### config.mk
export PLATFORM = sky130hd
export DESIGN_NAME = arb_a2f
export DESIGN_NICKNAME = d
export VERILOG_FILES = /design/src/rtl/sdr_pkg.sv /design/src/rtl/a2f_fmt.sv /design/src/rtl/arb_a2f.sv
export SDC_FILE = /design/constraint.sdc
export NUM_CORES = 1
export LEC_CHECK = 0
export CAP_MARGIN = 15
export CORE_MARGIN = 4
export CORE_UTILIZATION = 42
export DETAILED_ROUTE_END_ITERATION = 10
export GPL_ROUTABILITY_DRIVEN = 0
export PLACE_DENSITY = 0.76
export SYNTH_ARGS = -nofsm -noshare
export SYNTH_HDL_FRONTEND = slang
export SYNTH_SLANG_ARGS = --single-unit
### constraint.sdc
create_clock -name clk_i -period 1.9 [get_ports clk_i]
set_clock_uncertainty 0.1 [all_clocks]
set_input_delay 0.285 -clock clk_i [delete_from_list [all_inputs] [get_ports clk_i]]
set_output_delay 0.285 -clock clk_i [all_outputs]
set_load 0.03 [all_outputs]
### src/rtl/sdr_pkg.sv
// Shared SDR definitions: FTDI header layout, source codes, arbiter state encoding
// and the receive-side header decoder used by the host link.
package sdr_pkg;

    typedef enum logic [1:0] {
        IDLE     = 2'd0,
        HDR      = 2'd1,
        IQ_DATA  = 2'd2,
        CPU_DATA = 2'd3
    } a2f_state_t;

    typedef enum logic {
        TOFIFO = 1'b0,
        TOCPU  = 1'b1
    } src_t;

    localparam int HDR_SRC_BIT     = 31;
    localparam int HDR_CPU_LEN_LSB = 20;
    localparam int HDR_CPU_LEN_W   = 8;
    localparam int HDR_IQ_LEN_LSB  = 0;
    localparam int HDR_IQ_LEN_W    = 16;

    typedef struct packed {
        src_t        src;
        logic [15:0] len;
    } hdr_t;

    // Receive side: recover source and data-word count from a header word.
    function automatic hdr_t decode_hdr(input logic [31:0] word);
        hdr_t h;
        h.src = src_t'(word[HDR_SRC_BIT]);
        if (h.src == TOCPU)
            h.len = {8'd0, word[HDR_CPU_LEN_LSB +: HDR_CPU_LEN_W]};
        else
            h.len = word[HDR_IQ_LEN_LSB +: HDR_IQ_LEN_W];
        return h;
    endfunction

endpackage

### src/rtl/a2f_fmt.sv
// Combinational formatter for FTDI header words and packed I/Q data words.
module a2f_fmt
    import sdr_pkg::*;
#(
    parameter int FT_DATA_WIDTH    = 32,
    parameter int IQ_PAIR_WIDTH    = 24,
    parameter int QSTART_BIT_INDEX = 16
) (
    input  src_t                     src,
    input  logic [15:0]              len,
    input  logic [IQ_PAIR_WIDTH-1:0] iq_pair,
    output logic [FT_DATA_WIDTH-1:0] hdr_word,
    output logic [FT_DATA_WIDTH-1:0] iq_word
);

    localparam int HALF = IQ_PAIR_WIDTH / 2;

    always_comb begin
        hdr_word = '0;
        if (src == TOCPU) begin
            hdr_word[HDR_SRC_BIT] = 1'b1;
            hdr_word[HDR_CPU_LEN_LSB +: HDR_CPU_LEN_W] = len[HDR_CPU_LEN_W-1:0];
        end else begin
            hdr_word[HDR_IQ_LEN_LSB +: HDR_IQ_LEN_W] = len;
        end
    end

    // Q moves up to its own lane; I stays at the bottom, gaps are zero.
    always_comb begin
        iq_word = '0;
        iq_word[QSTART_BIT_INDEX +: HALF] = iq_pair[HALF +: HALF];
        iq_word[0 +: HALF]                = iq_pair[0 +: HALF];
    end

endmodule

### src/rtl/arb_a2f.sv
// Round-robin arbiter merging IQ samples and CPU responses into headered
// packets on the FTDI transmit path.
module arb_a2f
    import sdr_pkg::*;
#(
    parameter int          FT_DATA_WIDTH    = 32,
    parameter int          IQ_PAIR_WIDTH    = 24,
    parameter int          QSTART_BIT_INDEX = 16,
    parameter logic [15:0] IQ_BURST         = 16'd256
) (
    input  logic                     clk_i,
    input  logic                     reset_n,
    input  logic [IQ_PAIR_WIDTH-1:0] fifo_data_i,
    input  logic                     fifo_empty_i,
    input  logic                     fifo_enough_i,
    output logic                     fifo_re_o,
    input  logic [FT_DATA_WIDTH-1:0] cpu_data_i,
    input  logic                     cpu_empty_i,
    input  logic                     cpu_req_i,
    input  logic [7:0]               cpu_len_i,
    output logic                     cpu_re_o,
    output logic                     cpu_grant_o,
    input  logic                     full_i,
    output logic [FT_DATA_WIDTH-1:0] data_o,
    output logic                     we_o,
    output logic                     busy_o
);

    a2f_state_t  state;
    src_t        src;
    src_t        last_grant;
    src_t        grant_src;
    logic [15:0] len;
    logic [15:0] count;
    logic [15:0] grant_len;
    logic        grant_any;
    logic [FT_DATA_WIDTH-1:0] hdr_word;
    logic [FT_DATA_WIDTH-1:0] iq_word;

    a2f_fmt #(
        .FT_DATA_WIDTH   (FT_DATA_WIDTH),
        .IQ_PAIR_WIDTH   (IQ_PAIR_WIDTH),
        .QSTART_BIT_INDEX(QSTART_BIT_INDEX)
    ) u_fmt (
        .src     (src),
        .len     (len),
        .iq_pair (fifo_data_i),
        .hdr_word(hdr_word),
        .iq_word (iq_word)
    );

    // CPU wins only when IQ is absent or IQ had the previous grant.
    assign grant_any = fifo_enough_i | cpu_req_i;
    assign grant_src = (cpu_req_i && (!fifo_enough_i || last_grant == TOFIFO)) ? TOCPU : TOFIFO;
    assign grant_len = (grant_src == TOCPU) ? {8'd0, cpu_len_i} : IQ_BURST;

    assign fifo_re_o = (state == IQ_DATA)  && !full_i && !fifo_empty_i;
    assign cpu_re_o  = (state == CPU_DATA) && !full_i && !cpu_empty_i;
    assign busy_o    = (state != IDLE);

    always_ff @(posedge clk_i or negedge reset_n) begin
        if (!reset_n) begin
            state       <= IDLE;
            src         <= TOFIFO;
            last_grant  <= TOCPU;
            len         <= '0;
            count       <= '0;
            data_o      <= '0;
            we_o        <= 1'b0;
            cpu_grant_o <= 1'b0;
        end else begin
            we_o        <= 1'b0;
            cpu_grant_o <= 1'b0;
            case (state)
                IDLE: begin
                    if (grant_any) begin
                        src         <= grant_src;
                        last_grant  <= grant_src;
                        len         <= grant_len;
                        count       <= '0;
                        cpu_grant_o <= (grant_src == TOCPU);
                        state       <= HDR;
                    end
                end
                HDR: begin
                    if (!full_i) begin
                        data_o <= hdr_word;
                        we_o   <= 1'b1;
                        if (len == 16'd0)
                            state <= IDLE;
                        else
                            state <= (src == TOCPU) ? CPU_DATA : IQ_DATA;
                    end
                end
                IQ_DATA: begin
                    if (fifo_re_o) begin
                        data_o <= iq_word;
                        we_o   <= 1'b1;
                        count  <= count + 16'd1;
                        if (count == len - 16'd1)
                            state <= IDLE;
                    end
                end
                CPU_DATA: begin
                    if (cpu_re_o) begin
                        data_o <= cpu_data_i;
                        we_o   <= 1'b1;
                        count  <= count + 16'd1;
                        if (count == len - 16'd1)
                            state <= IDLE;
                    end
                end
                default: state <= IDLE;
            endcase
        end
    end

endmodule

==> run_results.csv <==
group,metric,value,unit
logic_synthesis,ys_top_cells_by_count,"dfrtp_1 (62), nand2_1 (46), o21ai_0 (36), mux2_2 (24), nor2_1 (23)",
floorplan,die_w,98.5,um
placed_design,place_ws,-0.250,ns
worst_setup_path,path_max_fanout,4,
worst_setup_path,crit_arrival,2.06,ns
worst_setup_path,rrSetupSlack,-0.05,ns
finish,diodes,0,
placed_design,dp_hpwl,7.57,mm
cts,cts_inserted_buffers,9,
logic_synthesis,ys_warn_count,0,
sta,period_share,103,%
drt,wl_per_cell,16.5,um
placed_design,dp_cells,584,
drt,route.vias.total,3303,
logic_synthesis,synthArstFlopShare,100,%
floorplan,die_h,98.5,um
floorplan,dieArea,9700,um^2
worst_setup_path,reg2reg_depth,8,
cts,clockBufferDepth,2,
sta,setup_tns,-0.0891,ns
worst_setup_path,critPathKind,"reg2reg",
sta,holdWs,0.362,ns
drt,firstDrtPassIters,4,
finish,stdcell_count,605,
status,violations,"negative setup slack",
drt,wirelength,9.98,mm
worst_setup_path,crit_start,"len[1]$_DFFE_PN0P_",
logic_synthesis,seq_area_frac_synth,45.9,%
sta,setup_viol,2,
drt,final_antenna_net_count,0,
global_routing,grt_max_degree,59,
power,p_total,7.69,mW
placed_design,placed_area,4880,um^2
finish,syn2layout_area_growth,51.7,%
logic_synthesis,postSynthAreaPerCell,9.58,um^2
power,ir_drop,0.462,mV
logic_synthesis,synth_edf_count,0,
logic_synthesis,syn_inst,359,
finish,post-route-util,66.5,%
cts,htree_levels,3,
worst_setup_path,setup.worst_path.end_class,"register",
logic_synthesis,synth.most_common_cell,"dfrtp_1",
cts,cts.clk_slew.worst_paths,0.07,ns
global_routing,grt_pass1_vias,3371,
finish,drive_gt1_share,24.9,%
logic_synthesis,yosysUniqueCellTypes,51,
logic_synthesis,synth_area,3440,um^2
sta,tightest_slew,0.549,ns
placed_design,portBuffers,107,
sta,grt_setup_unrepaired,"yes",
global_routing,antenna_found_initial,0,
logic_synthesis,synthTopCellsByArea,"dfrtp_1 (45%), mux2_2 (7.9%), o21ai_0 (5.2%)",
status,outcome,"finished, violations left",
worst_setup_path,crit_path_start_kind,"register",
power,p_leak,2.30,nW
cts,cts_tree,"done",
flow_run,cap_violations,0,
global_routing,grt_pass1_wl,16.1,mm
cts,cts_sinks,63,
drt,avgViaCountPerCell,5.46,
global_routing,grt_use_total,20.5,%
drt,drc_errors,0,
logic_synthesis,yosys_most_used_dff,"dfrtp_1",
cts,clock-root-buffer,"clkbuf_8",
sta,finalMaxSlewViolations,0,
sta,hold_violations,0,
logic_synthesis,yosysTopAreaCell,"dfrtp_1",
finish,nNetsFinal,571,
drt,first_iter_violations,146,
power,pwr_density_cell,1470,nW/um^2
sta,period_needed,1.95,ns
worst_setup_path,timing.rr.start,"len[1]$_DFFE_PN0P_",
worst_hold_path,hp-class,"in2async",
global_routing,grt_overflow,0,
floorplan,rows,32,
worst_setup_path,r2r-end,"state[0]$_DFFE_PN0P_",
logic_synthesis,yosys.area.top_type_share,45.1,%
sta,fmax,513,MHz
finish,final_cell_area,5220,um^2
logic_synthesis,ys_seq_elements,63,
floorplan,core_area,7850,um^2
sta,setup_ws,-0.0491,ns
logic_synthesis,syn_nets,432,
cts,clock_latency,0.34,ns
worst_setup_path,crit_required,2.02,ns
floorplan,io_pins,108,
sta,max_slew_margin,63.4,%
floorplan,start_util,43.8,%
flip-flops by register name (all words and copies together), names as in the netlist:
signal,cells
count,16
cpu_grant_o,1
data_o,32
last_grant,1
len,9
src,1
state,2
we_o,1
what timing repair did:
item                                    CTS  global route
setup buffers                             1             3
hold buffers                              1             0
hold endpoints to repair                 20             0
resized for setup                         6            24
pin swaps                                 1            15
endpoints found under the setup margin    5            29
gates cloned                              0             0
placed cells by master (no fill, tap or decap), drive strengths merged, types with 2 or more instances in the layout:
| master | n |
|---|---|
| mux2i | 3 |
| clkdlybuf4s50 | 103 |
| xnor2 | 7 |
| or2 | 2 |
| or3 | 8 |
| dfrtp | 62 |
| a2111oi | 3 |
| a21o | 3 |
| nor2b | 3 |
| nand3 | 8 |
| and2 | 4 |
| nor3 | 5 |
| nand2b | 4 |
| buf | 50 |
| nand2 | 46 |
| clkbuf | 10 |
| nand4 | 4 |
| a22oi | 13 |
| clkinv | 4 |
| a21oi | 17 |
| nor2 | 24 |
| a22o | 13 |
| mux2 | 24 |
| a31oi | 2 |
| o21ai | 37 |
| and3 | 6 |
| xor2 | 9 |
| nor3b | 2 |
| inv | 8 |
| a211oi | 3 |
| ha | 2 |
power breakdown:
| part | internal, mW | switching [mW] |
|---|---|---|
| Combinational | 2.06 | 2.23 |
| Clock | 0.601 | 0.517 |
| Sequential | 1.86 | 0.425 |
| Total | 4.52 | 3.17 |
how the worst max path moves through the flow:
stage                            endpoint  cells after the start
floorplan            state[0]$_DFFE_PN0P_                      8
global placement     count[8]$_DFFE_PN0P_                      7
detailed placement  count[10]$_DFFE_PN0P_                      7
CTS                  state[0]$_DFFE_PN0P_                      6
global route         state[0]$_DFFE_PN0P_                      8
finish               state[0]$_DFFE_PN0P_                      8
cells by family (layout without fill, tap and decap cells):
kind of cell / count (synthesis) / count (layout) / synth area share, %
simple gates: 119 / 119 / 17.2
compound gates: 98 / 98 / 19.0
flops: 63 / 63 / 45.9
buf+inv: 34 / 178 / 4.37
mux: 27 / 27 / 8.73
xor+xnor: 16 / 16 / 4.07
fa+ha+maj: 2 / 2 / 0.727
routing by layer:
metal	GRT usage (%)	part of all wire [%]
met5	0	0
met4	7.56	2.1
met3	4.03	6.3
met2	35.3	49
met1	25.5	42
cell type report:
cell class,count,area (um^2)
clock buffer,10,128
clock inverter,6,61.3
fill,632,2630
inverter,8,30.0
multi-input combinational,262,1840
sequential,63,1590
tap,102,128
timing repair buffer,154,1450
worst max-delay path, cell delays in order, from the launching register on:
cell and delay, ns:
dfrtp_1 0.40, inv_2 0.09, ha_4 0.13, nor2b_4 0.18, nand3_2 0.11, mux2i_2 0.17, a2111oi_2 0.34, o2111a_1 0.26
a211oi_2 0.04
Note: power is estimated with default switching activity, not from simulation.
